**config.mk**
```make
export PLATFORM = sky130hd
export DESIGN_NAME = instr_encoder
export DESIGN_NICKNAME = d
export VERILOG_FILES = /design/src/rtl/instr_encoder.sv
export SDC_FILE = /design/constraint.sdc
export NUM_CORES = 1
export LEC_CHECK = 0
export BUFFER_PORTS_ARGS = -buffer_cell sky130_fd_sc_hd__buf_4
export CAP_MARGIN = 10
export CELL_PAD_IN_SITES_DETAIL_PLACEMENT = 1
export CELL_PAD_IN_SITES_GLOBAL_PLACEMENT = 2
export CORE_MARGIN = 5
export CORE_UTILIZATION = 32
export DETAILED_ROUTE_END_ITERATION = 10
export MAX_ROUTING_LAYER = met4
export PLACE_DENSITY = 0.86
export SLEW_MARGIN = 0
export SYNTH_ARGS = -nofsm -noshare
export SYNTH_HDL_FRONTEND = slang
export SYNTH_SLANG_ARGS = --single-unit
export TNS_END_PERCENT = 100
```
**constraint.sdc**
```tcl
create_clock -name clk -period 5.55 [get_ports clk]
set_input_delay 1.11 -clock clk [delete_from_list [all_inputs] [get_ports clk]]
set_output_delay 1.11 -clock clk [all_outputs]
set_load 0.01 [all_outputs]
```
**src/rtl/instr_encoder.sv**
```systemverilog
// instr_encoder: packs decoded fields into 32-bit words for instruction RAM.
// Option macro INSTR_ENCODER_HALT_APPEND_EN appends a halt word on finish.
module instr_encoder #(
  parameter int N     = 32,
  parameter int AW    = 8,
  parameter int DEPTH = 256
) (
  input  logic          clk,
  input  logic          reset,
  input  logic          clear,
  input  logic          in_valid,
  output logic          in_ready,
  input  logic [1:0]    fmt,
  input  logic [2:0]    op,
  input  logic [1:0]    func,
  input  logic [4:0]    rw,
  input  logic [4:0]    ra,
  input  logic [4:0]    rb,
  input  logic [N-1:0]  imm,
  input  logic          finish,
  output logic          mem_we,
  output logic [AW-1:0] mem_addr,
  output logic [N-1:0]  mem_wd,
  output logic [AW:0]   count,
  output logic          full,
  output logic          done,
  output logic          err
);

  typedef enum logic [1:0] {
    S_RUN,
    S_FULL,
    S_HALT,
    S_DONE
  } state_t;

`ifdef INSTR_ENCODER_HALT_APPEND_EN
  localparam int     CAP_I = DEPTH - 1;
  localparam state_t S_FIN = S_HALT;
`else
  localparam int     CAP_I = DEPTH;
  localparam state_t S_FIN = S_DONE;
`endif

  localparam logic [AW:0]  CAP    = (AW+1)'(CAP_I);
  localparam logic [AW:0]  ONE    = (AW+1)'(1);
  localparam logic [N-1:0] HALT_W = {3'b111, {(N-3){1'b0}}};

  state_t       state;
  state_t       state_n;
  logic [N-1:0] word;
  logic         bad;
  logic         is_r;
  logic         is_i;
  logic         is_ri;
  logic         xfer;
  logic         wr_user;
  logic         halt_wr;
  logic [AW:0]  count_inc;

  assign is_r      = (fmt == 2'b00);
  assign is_i      = (fmt == 2'b01);
  assign is_ri     = (fmt == 2'b10);
  assign xfer      = in_valid && in_ready;
  assign wr_user   = xfer && !bad && !clear;
  assign count_inc = count + ONE;

`ifdef INSTR_ENCODER_HALT_APPEND_EN
  assign halt_wr = (state == S_HALT);
`else
  assign halt_wr = 1'b0;
`endif

  // Field packing and range check of the immediate
  always_comb begin
    word = '0;
    bad  = 1'b0;
    unique case (1'b1)
      is_r: begin
        word[31:29] = op;
        word[28:24] = rw;
        word[23:19] = ra;
        word[18:14] = rb;
        word[1:0]   = func;
      end
      is_i: begin
        word[31:29] = op;
        word[28:0]  = imm[28:0];
        bad         = |imm[N-1:29];
      end
      is_ri: begin
        word[31:29] = op;
        word[28:24] = rw;
        word[23:19] = ra;
        word[18:0]  = imm[18:0];
        bad         = |imm[N-1:19];
      end
      default: bad = 1'b1;
    endcase
  end

  // State register
  always_ff @(posedge clk or negedge reset) begin
    if (!reset) state <= S_RUN;
    else        state <= state_n;
  end

  // Next-state logic; clear overrides finish and transfers
  always_comb begin
    state_n = state;
    if (clear) begin
      state_n = S_RUN;
    end else begin
      unique case (state)
        S_RUN: begin
          if (finish)
            state_n = S_FIN;
          else if (wr_user && count_inc == CAP)
            state_n = S_FULL;
        end
        S_FULL: if (finish) state_n = S_FIN;
        S_HALT: state_n = S_DONE;
        S_DONE: state_n = S_DONE;
        default: state_n = S_RUN;
      endcase
    end
  end

  // State-decoded outputs; ready is held low during reset
  always_comb begin
    in_ready = reset && (state == S_RUN);
    done     = (state == S_DONE);
    full     = (count >= CAP);
  end

  // Registered write port, word counter and sticky reject flag
  always_ff @(posedge clk or negedge reset) begin
    if (!reset) begin
      mem_we   <= 1'b0;
      mem_addr <= '0;
      mem_wd   <= '0;
      count    <= '0;
      err      <= 1'b0;
    end else if (clear) begin
      mem_we <= 1'b0;
      count  <= '0;
      err    <= 1'b0;
    end else begin
      mem_we <= wr_user || halt_wr;
      if (wr_user) begin
        mem_addr <= count[AW-1:0];
        mem_wd   <= word;
        count    <= count_inc;
      end else if (halt_wr) begin
        mem_addr <= count[AW-1:0];
        mem_wd   <= HALT_W;
        count    <= count_inc;
      end
      if (xfer && bad) err <= 1'b1;
    end
  end

endmodule

```
[After elaboration in Yosys (flattened, before gate mapping)]
Cells that the tools add are included.
W data, S select, Z words.
Storage, ports and cells
  bits in writable memories: 0
  output and inout port bits: 54
  memories kept: 0
  ROM bits: 0
  input port bits: 59
  flip-flop bits (word level): 53
  bits in latches: 0
Operators by class
  mux-type cells: 14
  div/mod/pow operators: 0
  equality and inequality tests: 8
  multipliers: 0
  shift-type cells: 0
  reductions and logical operators: 18
  order comparisons: 1
  $add $sub $neg: 1
  bitwise logic cells: 1
Operators with widths (count)
  $pmux W18 S3: 1
  $mux W9: 2
  $reduce_or A13 Y1: 1
  $mux W12: 1
  $add A9 B1 Y9 const B: 1
  $eq A9 B9 Y1 const B: 1
  $ge A9 B9 Y1 const B: 1
  $mux W2: 4
  $eq A2 B2 Y1 const B: 3
  $logic_and A1 B1 Y1: 6
  $pmux W2 S3: 1
  $eq A2 B1 Y1 const B: 2
  $logic_not A2 Y1: 2
  $ne A4 B4 Y1 const B: 1
  $pmux W2 S2: 1
  $reduce_and A2 Y1: 2
  $reduce_bool A2 Y1: 2
  $reduce_or A2 Y1: 2
  $mux W1: 3
  $ne A3 B3 Y1 const B: 1
  $pmux W1 S3: 1
  $reduce_or A3 Y1: 1
  $logic_not A1 Y1: 2
  $not A1 Y1: 1

[Logic depth before layout (Yosys ltp)]
  word-level depth: 10
  depth in mapped cells: 9
  depth with buffers taken out: 6

[Least setup slack after synthesis]
Ideal clock, no wire load.
  path kind: in2reg
  start point: in fmt[0]
  end point: reg mem_addr[0]
  stages on the path: 9
  path slack: 2.642 ns
  arrival time: 2.783 ns
  cells stage by stage: inv_1 > ha_1 > or2_1 > clkbuf_1 > a21oi_1 > and3_1 > buf_6 > buf_12 > mux2_4
On the way
  longest elaborated chain between the ends: 6
  elaborated cells between the ends (all ways): 8
RTL lines
  start, declared: line 13  | input logic [1:0] fmt,
  $eq A2 B2 Y1 (tied with other cells): line 63  | assign is_ri = (fmt == 2'b10);
  $pmux W1 S3 *: line 78  | unique case (1'b1)
  $logic_not A1 Y1 *: line 65  | assign wr_user = xfer && !bad && !clear;
  $logic_and A1 B1 Y1 * (2 in a row): line 65
  $reduce_and A2 Y1 (no line) *
  end signal, assigned: line 151  | mem_addr <= count[AW-1:0];
  end signal, assigned: line 155  | mem_addr <= count[AW-1:0];
  end, declared: line 22  | output logic [AW-1:0] mem_addr,
Mark *: on every way between the ends. The rest lies on a longest branch, timed or not.
A chain may end at the register's enable or synchronous reset.

[Final worst setup path]
  start point: in fmt[1]
  end point: reg mem_wd[5]
On the way
  longest elaborated chain between the ends: 6
  elaborated cells between the ends (all ways): 10
RTL lines
  $eq A2 B2 Y1 (tied with other cells): line 63
  $pmux W1 S3: line 78
  $logic_not A1 Y1: line 65
  $logic_and A1 B1 Y1 (2 in a row): line 65
  $reduce_and A2 Y1 (no line)
  end signal, assigned: line 152  | mem_wd <= word;
  end, declared: line 23  | output logic [N-1:0] mem_wd,
Several ways; a longest one is shown, not always the timed one.

==> flow_results.org <==
** Cells and area
- Area occupied by multi-input gates :: around 1400 µm²
- Synth-to-layout area growth :: 32.56%
- Final Util :: between 40% and 50%
- Post-route cell area :: just under 4000 µm²
- After the flow finishes, the layout carries non-filler instances totaling between 400 and 500.
- For this run, the post-layout net count is between 400 and 500.
- Combined flip-flop and latch cell area :: 1326 µm²
- Most common cell after layout, fill and taps aside :: buf_4
- Antenna diode count :: 0
- Commonest cells after routing, fill and taps aside :: 116 x buf_4, 53 x dfrtp_1, 26 x nor2_1, 25 x mux2_4, 21 x inv_1
- Fraction of layout cells with a size suffix above 1 :: 41.94%
- Counting the fill cells in the layout gives 1053.

** Power
- Total internal power :: between 700 and 800 µW
- Net switching is between 20% and 30% of the power.
- The design draws 1004 µW.
- Power density normalized to cell area :: 255.7 nW/µm²
- Logic pwr share :: roughly 29%
- In this run, the clock network consumes roughly 23% of the power.
- Worst supply voltage drop on vdd :: around 0.00011 V
- Registers are responsible for roughly 48% of the overall power.
- The analysis attributes to net switching a power of between 200 and 300 µW.
- For this design the static power due to leakage is around 0.002 µW.

** Floorplanning
- The die is between 100 and 150 µm wide.
- Number of core rows :: 35
- Area of the core :: around 9200 µm²
- For this configuration, the core starts out at a cell density of approximately 32%.
- The die covers ~11000 µm².
- During I/O placement, the number of pins put on the boundary was roughly 110.
- Measured along the y axis, the die boundary spans around 110 µm.

** CTS
- Setup fix buffers added after clock tree synthesis :: 0
- Clock insertion delay at the later pin of the skew report :: ~300 ps
- Buffer type at the clock tree root :: clkbuf_8
- TritonCTS clock tree :: done
- Hold repair after CTS inserted 0 buffers.
- For this design, the sink count on the clock tree is 53.
- Number of buffers created by CTS :: 5
- Clock-pin slew on the worst setup and hold paths :: 100 ps
- Post-CTS repair changed the size of 0 cells.
- The H-tree was split into 2 levels.
- Buffers from clock root to sink, at most :: 2

** Global route
- Met2 usage in global routing :: about a quarter
- The first global-routing pass estimated 13530 µm of wire.
- Pin count of the biggest net entering global routing :: 56
- Global route hottest layer :: met2
- Sum of overflow across all layers after global routing :: 0
- Fraction of met1 tracks used by global routing :: 19.10%
- All-layer global routing usage :: about 15%
- The initial antenna violation count came to 0.
- The number of global-route vias before repair was roughly 2.7k.
- For met3 alone, demand over resource in global routing was approximately 3.3%.

** Yosys
- Syn Nets :: 334
- Synthesis Warnings :: 0
- The share of the Yosys chip area taken by registers is approximately 45%.
- Async SR Flop Fraction :: 100.0%
- Netlist Area Pre-Place :: 2963 µm²
- After synthesis, the mean cell area works out to 11.06 µm².
- The most used flip-flop cell after synthesis is dfrtp_1.
- The cell count after synthesis came out at 268.
- Counting distinct cell types in the post-synthesis netlist gives 45.
- In this run, synthesis produced a sequential element count of 53.
- Count of flip-flops with a built-in enable after synthesis :: 0

** STA
- RSZ-0062 raised after global routing :: false
- The number of endpoints with negative hold slack in the final report came to 0.
- Final period demand of the worst path :: 3570 ps
- For the pin with the worst max-slew slack, the measured transition is between 1000 and 1500 ps.
- The clock arrives with between 8 and 9 ps of skew.
- Derived from the worst setup path, the maximum achievable clock frequency is between 200 and 300 MHz.
- Worst rel slew slack :: between 20% and 30%
- The worst path uses around 64% of the clock period.
- The final number of max-transition violations is 0.
- Setup violators final :: 0
- Summed over all failing endpoints, the final setup total negative slack is 0 ps.

** Placement
- Count of input and output buffers :: about 110
- Count of placed standard cells including taps :: approximately 480
- DP Wirelength :: 6188 µm
- The placed instances occupy a cell area of 3837 µm².
- The congestion estimate from routability-driven global placement came to 0.7709.

** Route
- Count of TritonRoute iterations in the first routing pass :: 4
- After detailed routing, the average wire length per cell comes to around 17 µm.
- ANT nets after route :: 0
- Drt initial violations :: between 90 and 100
- After detailed routing, the number of remaining DRC violations is 0.
- Per-cell via count in the routed design :: 5.085
- Final WL :: roughly 8300 µm
- For this block, the via count after detailed routing is about 2.5k.

** Worst setup path
- Crit path capture type :: flop
- Along the worst path, the maximum fanout reaches 33.
- Cell-by-cell trace of the critical path :: buf_4 > inv_1 > ha_1 > or2_1 > a21oi_1 > and3_2 > buf_4 > mux2i_1
- Crit path max-delay cell type :: and3_2
- In this run the register-to-register setup slack is between 2000 and 3000 ps.
- Capturing point of the worst reg2reg path :: mem_wd[5]$_DFFE_PN0P_
- The largest single stage delay on the critical path is just under 1000 ps.
- CP dominant cell by count :: buf_4
- Element type at the critical path start :: primary input
- Measured in cells, the most critical reg-to-reg path has a length of 5.
- At the worst endpoint, the required time is 5770 ps.
- The critical path is of the in -> reg type.
- Beginning of the critical path :: fmt[1]
- Critical Path AT :: 3790 ps
- The worst register-to-register path begins at state[1]$_DFFE_PN0P_.

** Min path
- Hold Path Class :: reg -> reg
- The worst hold path passes through 2 cells.
- Hold Crit Start :: mem_wd[30]$_DFFE_PN0P_
- For hold timing, the worst endpoint is mem_wd[30]$_DFFE_PN0P_.

** Status
- Status :: finished clean

** Run
- The tool flagged a number of max-cap violations equal to 0.
## how the worst max path moves through the flow
| stage | slack, ps | to | cells past startpoint |
|---|---|---|---|
| finish | 1980 | mem_wd[5]$_DFFE_PN0P_ | 8 |
| global route | 1760 | mem_wd[2]$_DFFE_PN0P_ | 8 |
| CTS | 1950 | mem_wd[5]$_DFFE_PN0P_ | 8 |
| global placement | 1770 | mem_wd[29]$_DFFE_PN0P_ | 8 |
| detailed placement | 1620 | mem_wd[5]$_DFFE_PN0P_ | 8 |
| floorplan | 2640 | mem_addr[0]$_DFFE_PN0P_ | 9 |
## Yosys cell counts, types with 2 or more instances
cell type,count,area [µm²]
dfrtp_1,53,1326
nor2_1,26,97.59
mux2_4,25,375.4
inv_1,21,78.83
a22oi_1,17,127.6
nand2_1,17,63.81
mux2i_1,15,150.1
clkbuf_1,11,41.29
ha_1,7,87.58
or2_2,5,31.28
a21oi_1,4,20.02
nand3_1,4,20.02
nand4_1,4,25.02
o311ai_1,4,35.03
o31ai_1,4,30.03
o41ai_1,4,35.03
and3_1,3,18.77
buf_12,3,60.06
mux2_1,3,33.78
nor2b_1,3,18.77
nor4_1,3,18.77
a211oi_1,2,15.01
and2_1,2,12.51
and4_1,2,17.52
buf_1,2,7.510
buf_6,2,22.52
nor3_1,2,10.01
nor3b_1,2,15.01
xor2_1,2,17.52
## registers in the layout, indices dropped and copies added (netlist names)
signal    count
mem_wd       32
count         9
mem_addr      8
state         2
err           1
mem_we        1
## power by group through the flow
stage          logic [µW]  clock network, µW  registers [µW]
4_1_cts               299                238             486
3_5_place_dp          298                  0             493
2_1_floorplan         106                  0             514
5_1_grt               320                252             493
3_3_place_gp          292                  0             490
6_report              292                228             484
## metrics by stage
step | worst slack (ps) | hold WS, ps
after floorplan | 2642 | 531.3
after global routing | 1761 | 547.3
after CTS | 1946 | 531.3
final | 1980 | 523.9
after detailed placement | 1616 | 495.6
after global placement | 1767 | 495.1
## metal layers
layer	vias to the layer above	share of wire, %
li1	1148	-
met1	1229	45
met2	75	49
met3	4	5.5
met4	0	0.48
met5	-	0
## cell type report
cell class	count	area share [%]
Multi-Input combinational cell	175	36.22
Sequential cell	53	33.77
Inverter	21	2.007
Clock inverter	1	0.1911
Timing Repair Buffer	116	22.17
Tap cell	111	3.536
Clock buffer	6	2.103
## logic make-up after synthesis
logic type | synth area share (%)
AND/OR/NAND/NOR | 13.85
flip-flops | 44.76
multiplexers | 18.88
AO/OA/AOI/OAI | 11.40
buffers and inverters | 7.264
adder cells (fa/ha/maj) | 2.956
XOR/XNOR | 0.8870
## critical path, delay by kind of cell
family / cells / cell delay, ps
and+or+nand+nor: 2 / 1350
buffers and inverters: 3 / 440
adders and majority gates: 1 / 340
AOI/OAI and AO/OA: 1 / 330
muxes: 1 / 200
Power figures use the tool's default switching activity.
